$ cat src/rtl/oflow_fe_stream_if.sv
// Handshake bundle for the optical-flow feature-extraction stream: the
// record input channel and the result output channel with its side-band outputs.
interface oflow_fe_stream_if #(
    parameter int COORD_W = 11,
    parameter int COLOR_W = 24,
    parameter int HIST_W  = 8,
    parameter int ID_W    = 6,
    parameter int BBOX_W  = 4*COORD_W + 2*COLOR_W + HIST_W
) ();
    // Record input channel.
    logic                   in_valid;
    logic                   in_ready;
    logic                   in_sof;
    logic [BBOX_W-1:0]      bbox;

    // Result output channel (FIFO head).
    logic                   out_valid;
    logic                   out_ready;
    logic [2*COORD_W-1:0]   cm_concate;
    logic [4*COORD_W-1:0]   position_concate;
    logic [COORD_W-1:0]     width;
    logic [COORD_W-1:0]     height;
    logic [COLOR_W-1:0]     color1;
    logic [COLOR_W-1:0]     color2;
    logic [HIST_W-1:0]      d_history;
    logic [ID_W-1:0]        obj_id;
    logic                   out_clipped;
    logic [7:0]             drop_count;

    // The block itself: consumes records, produces results.
    modport slave (
        input  in_valid, in_sof, bbox, out_ready,
        output in_ready, out_valid, cm_concate, position_concate, width, height,
               color1, color2, d_history, obj_id, out_clipped, drop_count
    );

    // The environment around the block: produces records, consumes results.
    modport master (
        output in_valid, in_sof, bbox, out_ready,
        input  in_ready, out_valid, cm_concate, position_concate, width, height,
               color1, color2, d_history, obj_id, out_clipped, drop_count
    );
endinterface

$ cat src/rtl/oflow_fe_stream.sv
// Streaming feature extraction: registers each accepted bounding box (S1),
// then computes centre of mass and frame-clipped corners, tags a per-frame
// object ID and writes the result into a show-ahead output FIFO. Zero-size
// boxes are counted and discarded. Input credit is derived from FIFO
// occupancy plus the S1 slot so the FIFO can never overflow.
module oflow_fe_stream #(
    parameter int COORD_W    = 11,
    parameter int COLOR_W    = 24,
    parameter int HIST_W     = 8,
    parameter int FIFO_DEPTH = 4,
    parameter int FRAME_W    = 1920,
    parameter int FRAME_H    = 1080,
    parameter int ID_W       = 6,
    parameter int BBOX_W     = 4*COORD_W + 2*COLOR_W + HIST_W
) (
    input  logic              clk,
    input  logic              reset,
    oflow_fe_stream_if.slave  bus
);
    localparam int PTR_W   = $clog2(FIFO_DEPTH);
    localparam int CNT_W   = PTR_W + 1;
    localparam int ENTRY_W = 8*COORD_W + 2*COLOR_W + HIST_W + ID_W + 1;

    // Stage-1 and FIFO state.
    logic                   s1_valid_reg, s1_sof_reg;
    logic [BBOX_W-1:0]      s1_bbox_reg, s1_bbox_next;
    logic [CNT_W-1:0]       count_reg, count_next;
    logic [PTR_W-1:0]       wr_ptr_reg, rd_ptr_reg;
    logic [ID_W-1:0]        id_cnt_reg, id_cnt_next, id_base;
    logic [7:0]             drop_cnt_reg, drop_cnt_next, drop_base;
    logic                   in_ready_reg, in_ready_next;
    logic [ENTRY_W-1:0]     mem [FIFO_DEPTH];

    logic accept, push, pop, size_zero;

    // Unpacked S1 record fields.
    logic [COORD_W-1:0] f_x, f_y, f_w, f_h;
    logic [COLOR_W-1:0] f_c1, f_c2;
    logic [HIST_W-1:0]  f_hist;
    assign {f_x, f_y, f_w, f_h, f_c1, f_c2, f_hist} = s1_bbox_reg;

    // Per-axis view: index 0 is x/width, index 1 is y/height.
    logic [COORD_W-1:0] org_v [2];
    logic [COORD_W-1:0] ext_v [2];
    logic [COORD_W-1:0] cm_v  [2];
    logic [COORD_W-1:0] p1_v  [2];
    logic [COORD_W-1:0] p2_v  [2];
    logic [1:0]         clip_v;

    assign org_v[0] = f_x;
    assign org_v[1] = f_y;
    assign ext_v[0] = f_w;
    assign ext_v[1] = f_h;

    genvar gi;
    generate
        for (gi = 0; gi < 2; gi++) begin : g_axis
            localparam logic [COORD_W:0] LIM_E = (gi == 0) ? (COORD_W+1)'(FRAME_W - 1)
                                                            : (COORD_W+1)'(FRAME_H - 1);
            logic [COORD_W:0] a1, a2;
            // Far corner needs the extra bit: origin + extent can exceed the coordinate range.
            assign a1 = {1'b0, org_v[gi]};
            assign a2 = {1'b0, org_v[gi]} + {1'b0, ext_v[gi]} - (COORD_W+1)'(1);
            // Centre of mass wraps at the coordinate width and is never clipped.
            assign cm_v[gi]   = org_v[gi] + (ext_v[gi] >> 1);
            assign p1_v[gi]   = (a1 > LIM_E) ? LIM_E[COORD_W-1:0] : a1[COORD_W-1:0];
            assign p2_v[gi]   = (a2 > LIM_E) ? LIM_E[COORD_W-1:0] : a2[COORD_W-1:0];
            assign clip_v[gi] = (a1 > LIM_E) || (a2 > LIM_E);
        end
    endgenerate

    assign accept    = bus.in_valid && in_ready_reg;
    assign size_zero = (f_w == '0) || (f_h == '0);
    assign push      = s1_valid_reg && !size_zero;
    assign pop       = (count_reg != '0) && bus.out_ready;
    assign id_base   = s1_sof_reg ? '0 : id_cnt_reg;
    assign drop_base = s1_sof_reg ? 8'd0 : drop_cnt_reg;

    assign s1_bbox_next  = accept ? bus.bbox : s1_bbox_reg;
    assign count_next    = count_reg + CNT_W'(push) - CNT_W'(pop);
    // Credit looks at next-state occupancy, so a pop frees a slot one cycle later.
    assign in_ready_next = ({1'b0, count_next} + (CNT_W+1)'(accept)) < (CNT_W+1)'(FIFO_DEPTH);

    // Frame bookkeeping: object ID consumed only by written records, drops counted per frame.
    always_comb begin
        id_cnt_next   = id_cnt_reg;
        drop_cnt_next = drop_cnt_reg;
        if (s1_valid_reg) begin
            id_cnt_next   = push ? id_base + ID_W'(1) : id_base;
            drop_cnt_next = !size_zero ? drop_base :
                            (drop_base == 8'hFF) ? 8'hFF : drop_base + 8'd1;
        end
    end

    // Control state, cleared asynchronously so a reset flushes everything in flight.
    always_ff @(posedge clk or posedge reset) begin
        if (reset) begin
            s1_valid_reg <= 1'b0;
            s1_sof_reg   <= 1'b0;
            s1_bbox_reg  <= '0;
            count_reg    <= '0;
            wr_ptr_reg   <= '0;
            rd_ptr_reg   <= '0;
            id_cnt_reg   <= '0;
            drop_cnt_reg <= '0;
            in_ready_reg <= 1'b0;
        end else begin
            s1_valid_reg <= accept;
            s1_sof_reg   <= accept && bus.in_sof;
            s1_bbox_reg  <= s1_bbox_next;
            count_reg    <= count_next;
            wr_ptr_reg   <= push ? wr_ptr_reg + PTR_W'(1) : wr_ptr_reg;
            rd_ptr_reg   <= pop  ? rd_ptr_reg + PTR_W'(1) : rd_ptr_reg;
            id_cnt_reg   <= id_cnt_next;
            drop_cnt_reg <= drop_cnt_next;
            in_ready_reg <= in_ready_next;
        end
    end

    // FIFO storage write; contents need no reset because the head is gated by occupancy.
    always_ff @(posedge clk) begin
        if (push) begin
            mem[wr_ptr_reg] <= {cm_v[0], cm_v[1], p1_v[0], p1_v[1], p2_v[0], p2_v[1],
                                f_w, f_h, f_c1, f_c2, f_hist, id_base, |clip_v};
        end
    end

    // Show-ahead head: fields are zero whenever the FIFO is empty.
    logic [ENTRY_W-1:0] head;
    assign head = (count_reg != '0) ? mem[rd_ptr_reg] : '0;

    assign {bus.cm_concate, bus.position_concate, bus.width, bus.height,
            bus.color1, bus.color2, bus.d_history, bus.obj_id, bus.out_clipped} = head;
    assign bus.out_valid  = (count_reg != '0);
    assign bus.in_ready   = in_ready_reg;
    assign bus.drop_count = drop_cnt_reg;
endmodule

$ cat src/flat_wrapper.sv
// flat-port wrapper written by rule: the top's interface ports become plain ports
module oflow_fe_stream_flat 
#(
    parameter int COORD_W    = 11,
    parameter int COLOR_W    = 24,
    parameter int HIST_W     = 8,
    parameter int FIFO_DEPTH = 4,
    parameter int FRAME_W    = 1920,
    parameter int FRAME_H    = 1080,
    parameter int ID_W       = 6,
    parameter int BBOX_W     = 4*COORD_W + 2*COLOR_W + HIST_W
)
  (clk, reset, bus_in_valid, bus_in_sof, bus_bbox, bus_out_ready, bus_in_ready, bus_out_valid, bus_cm_concate, bus_position_concate, bus_width, bus_height, bus_color1, bus_color2, bus_d_history, bus_obj_id, bus_out_clipped, bus_drop_count);
  oflow_fe_stream_if #(.COORD_W(COORD_W), .COLOR_W(COLOR_W), .HIST_W(HIST_W), .ID_W(ID_W), .BBOX_W(BBOX_W)) bus_i ();
  input  logic clk;
  input  logic reset;
  input wire logic [$bits(bus_i.in_valid)-1:0] bus_in_valid;
  input wire logic [$bits(bus_i.in_sof)-1:0] bus_in_sof;
  input wire logic [$bits(bus_i.bbox)-1:0] bus_bbox;
  input wire logic [$bits(bus_i.out_ready)-1:0] bus_out_ready;
  output wire logic [$bits(bus_i.in_ready)-1:0] bus_in_ready;
  output wire logic [$bits(bus_i.out_valid)-1:0] bus_out_valid;
  output wire logic [$bits(bus_i.cm_concate)-1:0] bus_cm_concate;
  output wire logic [$bits(bus_i.position_concate)-1:0] bus_position_concate;
  output wire logic [$bits(bus_i.width)-1:0] bus_width;
  output wire logic [$bits(bus_i.height)-1:0] bus_height;
  output wire logic [$bits(bus_i.color1)-1:0] bus_color1;
  output wire logic [$bits(bus_i.color2)-1:0] bus_color2;
  output wire logic [$bits(bus_i.d_history)-1:0] bus_d_history;
  output wire logic [$bits(bus_i.obj_id)-1:0] bus_obj_id;
  output wire logic [$bits(bus_i.out_clipped)-1:0] bus_out_clipped;
  output wire logic [$bits(bus_i.drop_count)-1:0] bus_drop_count;
  assign bus_i.in_valid = bus_in_valid;
  assign bus_i.in_sof = bus_in_sof;
  assign bus_i.bbox = bus_bbox;
  assign bus_i.out_ready = bus_out_ready;
  assign bus_in_ready = bus_i.in_ready;
  assign bus_out_valid = bus_i.out_valid;
  assign bus_cm_concate = bus_i.cm_concate;
  assign bus_position_concate = bus_i.position_concate;
  assign bus_width = bus_i.width;
  assign bus_height = bus_i.height;
  assign bus_color1 = bus_i.color1;
  assign bus_color2 = bus_i.color2;
  assign bus_d_history = bus_i.d_history;
  assign bus_obj_id = bus_i.obj_id;
  assign bus_out_clipped = bus_i.out_clipped;
  assign bus_drop_count = bus_i.drop_count;
  oflow_fe_stream #(.COORD_W(COORD_W), .COLOR_W(COLOR_W), .HIST_W(HIST_W), .FIFO_DEPTH(FIFO_DEPTH), .FRAME_W(FRAME_W), .FRAME_H(FRAME_H), .ID_W(ID_W), .BBOX_W(BBOX_W)) u_core (.clk(clk), .reset(reset), .bus(bus_i));
endmodule
$ cat config.mk
export PLATFORM = sky130hd
export DESIGN_NAME = oflow_fe_stream_flat
export DESIGN_NICKNAME = d
export VERILOG_FILES = /design/src/rtl/oflow_fe_stream_if.sv /design/src/rtl/oflow_fe_stream.sv /design/src/flat_wrapper.sv
export SDC_FILE = /design/constraint.sdc
export NUM_CORES = 1
export LEC_CHECK = 0
export CAP_MARGIN = 10
export CORE_MARGIN = 1
export CORE_UTILIZATION = 70
export CTS_BUF_LIST = sky130_fd_sc_hd__clkbuf_8
export CTS_CLUSTER_SIZE = 20
export DETAILED_ROUTE_END_ITERATION = 8
export DONT_BUFFER_PORTS = 1
export GPL_ROUTABILITY_DRIVEN = 1
export PLACE_DENSITY = 0.94
export SKIP_LAST_GASP = 1
export SLEW_MARGIN = 20
export SYNTH_ARGS = -nofsm -noshare
export SYNTH_HDL_FRONTEND = slang
export SYNTH_SLANG_ARGS = --single-unit
$ cat constraint.sdc
create_clock -name clk -period 8.68 [get_ports clk]
set_input_delay 0.868 -clock clk [delete_from_list [all_inputs] [get_ports clk]]
set_output_delay 0.868 -clock clk [all_outputs]
set_load 0.005 [all_outputs]
======== After elaboration in Yosys (flattened, before gate mapping) ========
Memories as Yosys holds them, arrays and structs flattened.
Cells that the tools add are included.
word-level totals
  RAM bits ................................ 604
  memories kept ........................... 1
  bits in registers ....................... 124
  logic and storage cells ................. 53
memory list
  memory      words  bits a word  rd ports  clocked after Yosys merged registers in  write ports  RTL line               text
  u_core.mem  4      151          1         0                                        1            oflow_fe_stream.sv:32  logic [ENTRY_W-1:0] mem [FIFO_DEPTH];
cells by class
  equal/unequal tests ..................... 1
  muxes and demuxes ....................... 12
  reduce and logical (&&, ||, !) cells .... 12
  magnitude comparators ................... 5
  add/subtract/negate cells ............... 13
operator list
  kind                                                         count
  2-to-1 mux 151 bit                                           1
  2-to-1 mux 11 bit                                            4
  adder 11 x 11 -> 12 bit                                      2
  > comparator 12 x 11 -> 1 bit (second input constant)        2
  2-to-1 mux 8 bit                                             3
  subtractor 12 x 1 -> 12 bit (second input constant)          2
  adder 11 x 10 -> 11 bit                                      2
  > comparator 11 bit (second input constant)                  2
  logical NOT 11 bit                                           2
  2-to-1 mux 6 bit                                             2
  adder 8 x 1 -> 8 bit (second input constant)                 1
  == test 8 bit (second input constant)                        1
  adder 6 x 1 -> 6 bit (second input constant)                 1
  adder 2 x 1 -> 2 bit (second input constant)                 2
  adder 3 x 1 -> 4 bit                                         1
  logical AND 1 bit                                            4
  less-than comparator 4 x 3 -> 1 bit (second input constant)  1
  adder 3 x 1 -> 3 bit                                         1
  logical OR 1 bit                                             3
  nonzero test 3 bit                                           1
  subtractor 3 x 1 -> 3 bit                                    1
  2-to-1 mux 1 bit                                             2
  OR reduction 2 bit                                           1
  logical NOT 1 bit                                            1

======== Logic depth before layout (Yosys ltp) ========
  word-level depth ........................ 8
  mapped depth ............................ 13

======== Worst setup path after synthesis ========
OpenSTA, ideal clock, no wires.
  path type ............................... reg-to-reg
  start point ............................. register u_core.s1_bbox_reg[63]
  end point ............................... memory u_core.mem[0][0] (netlist bit) (enable)
  slack ................................... 3.410 ns
  stages on the path, launching flop included .. 6
  library setup time ...................... 0.530 ns
  data required time ...................... 8.150 ns
  arrival ................................. 4.740 ns
  path buffers ............................ 1
  period minus slack after synthesis ...... 5.270 ns
  cells stage by stage .................... dfrtp_1 nor3_1 and3_1 a31oi_1 clkbuf_1 and3_1
between the ends
  longest elaborated chain between the ends .. 6
ends and longest elaborated chain
  item                                    RTL line                text
  start, declared                         oflow_fe_stream.sv:26   logic [BBOX_W-1:0] s1_bbox_reg, s1_bbox_next;
  start signal, assigned                  oflow_fe_stream.sv:110  s1_bbox_reg <= s1_bbox_next;
  logical NOT 11 bit                      oflow_fe_stream.sv:73   assign size_zero = (f_w == '0) || (f_h == '0);
  logical OR 1 bit                        oflow_fe_stream.sv:73
  logical NOT 1 bit                       oflow_fe_stream.sv:74   assign push = s1_valid_reg && !size_zero;
  logical AND 1 bit                       oflow_fe_stream.sv:74
  2-to-1 mux 1 bit                        oflow_fe_stream.sv:122  if (push) begin
  2-to-1 mux 1 bit (implied by the code)  oflow_fe_stream.sv:123  mem[wr_ptr_reg] <= {cm_v[0], cm_v[1], p1_v[0], p1_v[1], p2_v[0], p2_v[1],
  end, declared                           oflow_fe_stream.sv:32
No other way between the ends.

======== Worst setup path in the final report ========
  start point ............................. register u_core.rd_ptr_reg[1]
  end point ............................... output port bus_width[8]
between the ends
  longest elaborated chain between the ends .. 2
ends and longest elaborated chain
  item                    RTL line                text
  start, declared         oflow_fe_stream.sv:28   logic [PTR_W-1:0] wr_ptr_reg, rd_ptr_reg;
  start signal, assigned  oflow_fe_stream.sv:113  rd_ptr_reg <= pop ? rd_ptr_reg + PTR_W'(1) : rd_ptr_reg;
  memory (4 x 151 bit)    --
  2-to-1 mux 151 bit      oflow_fe_stream.sv:130  assign head = (count_reg != '0) ? mem[rd_ptr_reg] : '0;
  end, declared           flat_wrapper.sv:25      output wire logic [$bits(bus_i.width)-1:0] bus_width;
No other way between the ends.

==> impl_metrics.csv <==
group,metric,value,unit
worst_setup_path,crit_cells,4,
pwr,peakVddDrop,0.0003489,V
drt,route.detailed.drc,0,
grt,grt_use_total,30.14,%
drt,dr_wl_met2,31.77,mm
pwr,pwr-share-comb,38.4,%
grt,antenna_found_initial,7,
cts,cts_setup_buffers,0,
sta,fin_skew,0.02356,ns
yosys,netlist-cell-type-count,65,
sta,setup_viol,0,
worst_setup_path,critPathLaunch,"u_core.rd_ptr_reg[1]$_DFFE_PP0P_",
worst_setup_path,max_stage_delay,0.79,ns
drt,top_layer,"met5",
pwr,seq_power_share,42.5,%
cts,clkSinkCount,728,
drt,drt-met1-wl,24.43,mm
pwr,swShare,36.20,%
cts,clkTransAtPathRegs,0.06,ns
pwr,p_per_area,437.4,mW/mm2
cts,htree_levels,3,
run,max-cap-violations,0,
worst_setup_path,critical-path-top-delay-family,"buffers and inverters",
yosys,ys_seq_area_share,70.23,%
die,rows,75,
sta,period_share,54.91,%
sta,slew_viol_final,0,
yosys,synth_top_family_by_area,"multiplexers",
grt,first_global_vias,16280,
worst_setup_path,crit_required,7.81,ns
cts,clk_latency,0.70,ns
drt,wl_met3,6.162,mm
sta,hold_violations,0,
die,io_pins,266,
die,core-area,0.04232,mm2
yosys,synth.cell_area,0.03024,mm2
grt,grt_max_degree,92,
worst_setup_path,worstPathArrival,3.90,ns
worst_setup_path,crit_chain,"buf_4 -> buf_4 -> mux4_2 -> and2_1",
cts,cts-root-buf,"clkbuf_8",
outcome,status,"complete, no violations",
placed_design,port_buffers,0,
cells_and_area,final-instance-count-excl-fill,2479,
cells_and_area,fillers,2154,
worst_setup_path,rr_endpoint,"u_core.mem[0][0]$_DFFE_PP_",
sta,fmax,209.8,MHz
yosys,yosys.area.top_type_share,59.97,%
sta,worstMarginPinSlew,1.122,ns
yosys,synth-compound-area-share,3.343,%
cts,ctsResizeCount,0,
cts,cts_tree,"yes",
worst_setup_path,worst-path-buf-inv,2,
sta,rsz0062_at_grt,"false",
grt,grt-ovfl-total,0,
drt,first_iter_violations,1307,
placed_design,dp_hpwl,40.31,mm
worst_setup_path,r2r_setup_slack,4.85,ns
yosys,synthSimpleGateAreaFrac,6.483,%
yosys,ys_seq_elements,728,
worst_setup_path,worstReg2RegStart,"u_core.s1_bbox_reg[68]$_DFFE_PP0P_",
drt,drtPass1Iterations,5,
yosys,synth_area_leaders,"edfxtp_1 60%, mux4_2 11%, dfrtp_1 10%, and2_1 3.2%, ha_1 2.9%",
worst_setup_path,cp_max_fo,61,
drt,viasPerCell,6.338,
die,initial_core_util,71.46,%
drt,dr_total_vias,15710,
cells_and_area,utilization,78.06,%
placed_design,dp_cells,2267,
worst_hold_path,hold_class,"in -> async",
sta,setup_tns,0,ns
pwr,p_sw,5.230,mW
yosys,synth_commonest_cells,"604 x edfxtp_1, 157 x and2_1, 151 x mux4_2, 124 x dfrtp_1, 106 x inv_1",
yosys,muxShareOfSynthArea,13.40,%
cells_and_area,drive_gt1_share,21.32,%
yosys,ys_warn_count,0,
cts,postCtsHoldBufs,0,
yosys,synth_nets,1932,
worst_setup_path,crit_path_start_kind,"flip-flop",
sta,relSlewSlack,25.22,%
pwr,p_int,9.219,mW
worst_setup_path,crit_slowest_cell,"buf_4",
yosys,synth.most_common_cell,"edfxtp_1",
die,fp.dieArea,0.04404,mm2
cts,clock_path_buffers,3,
sta,fin_crit,4.766,ns
yosys,avgSynthCellArea,17.26,um2
grt,grt_pass1_wl,96.79,mm
yosys,synth_cells,1752,
worst_setup_path,reg2reg_depth,12,
drt,routedWlPerCell,26.16,um
yosys,synthArstFlopShare,17.03,%
die,die_x,209.9,um
yosys,synth_ff_type,"edfxtp_1",
sta,whs,0.1713,ns
die,dieHeight,209.9,um
cts,cts_made_buffers,111,
pwr,total_leakage_power,11.72,nW
yosys,synth_xor_area_share,0.9557,%
cells_and_area,fin_nets,1983,
cells_and_area,largest_reg_flops,604,
cells_and_area,area_growth,9.238,%
pwr,power,14.45,mW
worst_setup_path,cp-end-kind,"output pin",
drt,drt_wl_total,64.84,mm
placed_design,gp_congestion,0.8860,
pwr,clockPowerShare,19.1,%
yosys,synth_edf_count,604,
yosys,yosys.area.top_type,"edfxtp_1",
drt,antenna_left,0,
worst_setup_path,cp_common_cell,"buf_4",
yosys,yosys.area_share.adder,3.227,%
worst_setup_path,path_class,"reg -> out",
## power by group through the flow
stage	Combinational (mW)	Clock (mW)	Sequential, mW
2_1_floorplan	4.22	0	5.89
3_3_place_gp	5.22	0	6.08
3_5_place_dp	5.48	0	6.18
4_1_cts	5.54	2.81	6.13
5_1_grt	6.01	2.95	6.21
6_report	5.55	2.76	6.14
## cells by family (layout without fill, tap and decap cells)
logic type	after synthesis	count (layout)
flip-flops	728	728
AND/OR/NAND/NOR	362	362
multiplexers	209	209
buffers and inverters	185	328
AO/OA/AOI/OAI	160	160
adder cells (fa/ha/maj)	75	75
XOR/XNOR	33	33
other	0	7
## layer usage
metal	GRT usage, %	vias up
li1	-	6804
met1	39.07	8009
met2	47.60	758
met3	9.801	132
met4	12.86	8
met5	0	-
## layout by cell type (no fill, tap or decap), types with 30 or more instances in the layout
| cell | n |
|---|---|
| mux4_2 | 151 |
| mux2_2 | 56 |
| and2_1 | 156 |
| nor2_1 | 34 |
| nand2_1 | 85 |
| o21ai_0 | 67 |
| dfrtp_1 | 122 |
| edfxtp_1 | 604 |
| inv_1 | 133 |
| clkbuf_8 | 124 |
| ha_1 | 70 |
| a21oi_1 | 30 |
## final cells by class
class	count	area, um2	share of cell area, %
sequential	728	21250	64.32
multi-input combinational	839	8315	25.17
clock buffer	124	1707	5.166
tap	577	721.9	2.185
clock inverter	81	496.7	1.504
inverter	106	402.9	1.220
timing repair buffer	17	127.6	0.3863
antenna	7	17.52	0.05302
## stage by stage
stage / instance area (um2) / setup slack, ns
after global routing: 33020 / 3.789
after global placement: 30820 / 4.624
after floorplan: 30240 / 3.410
after CTS: 33020 / 3.841
after detailed placement: 30820 / 4.641
final: 33040 / 3.914
## worst max-delay path by stage
stage	slack, ns	endpoint
after floorplan	3.41	u_core.mem[0][0]$_DFFE_PP_
after global placement	4.62	bus_position_concate[34]
after CTS	3.84	bus_position_concate[34]
after global routing	3.79	bus_width[8]
final	3.91	bus_width[8]
after detailed placement	4.64	bus_position_concate[34]
(Power assumes the default switching activity.)
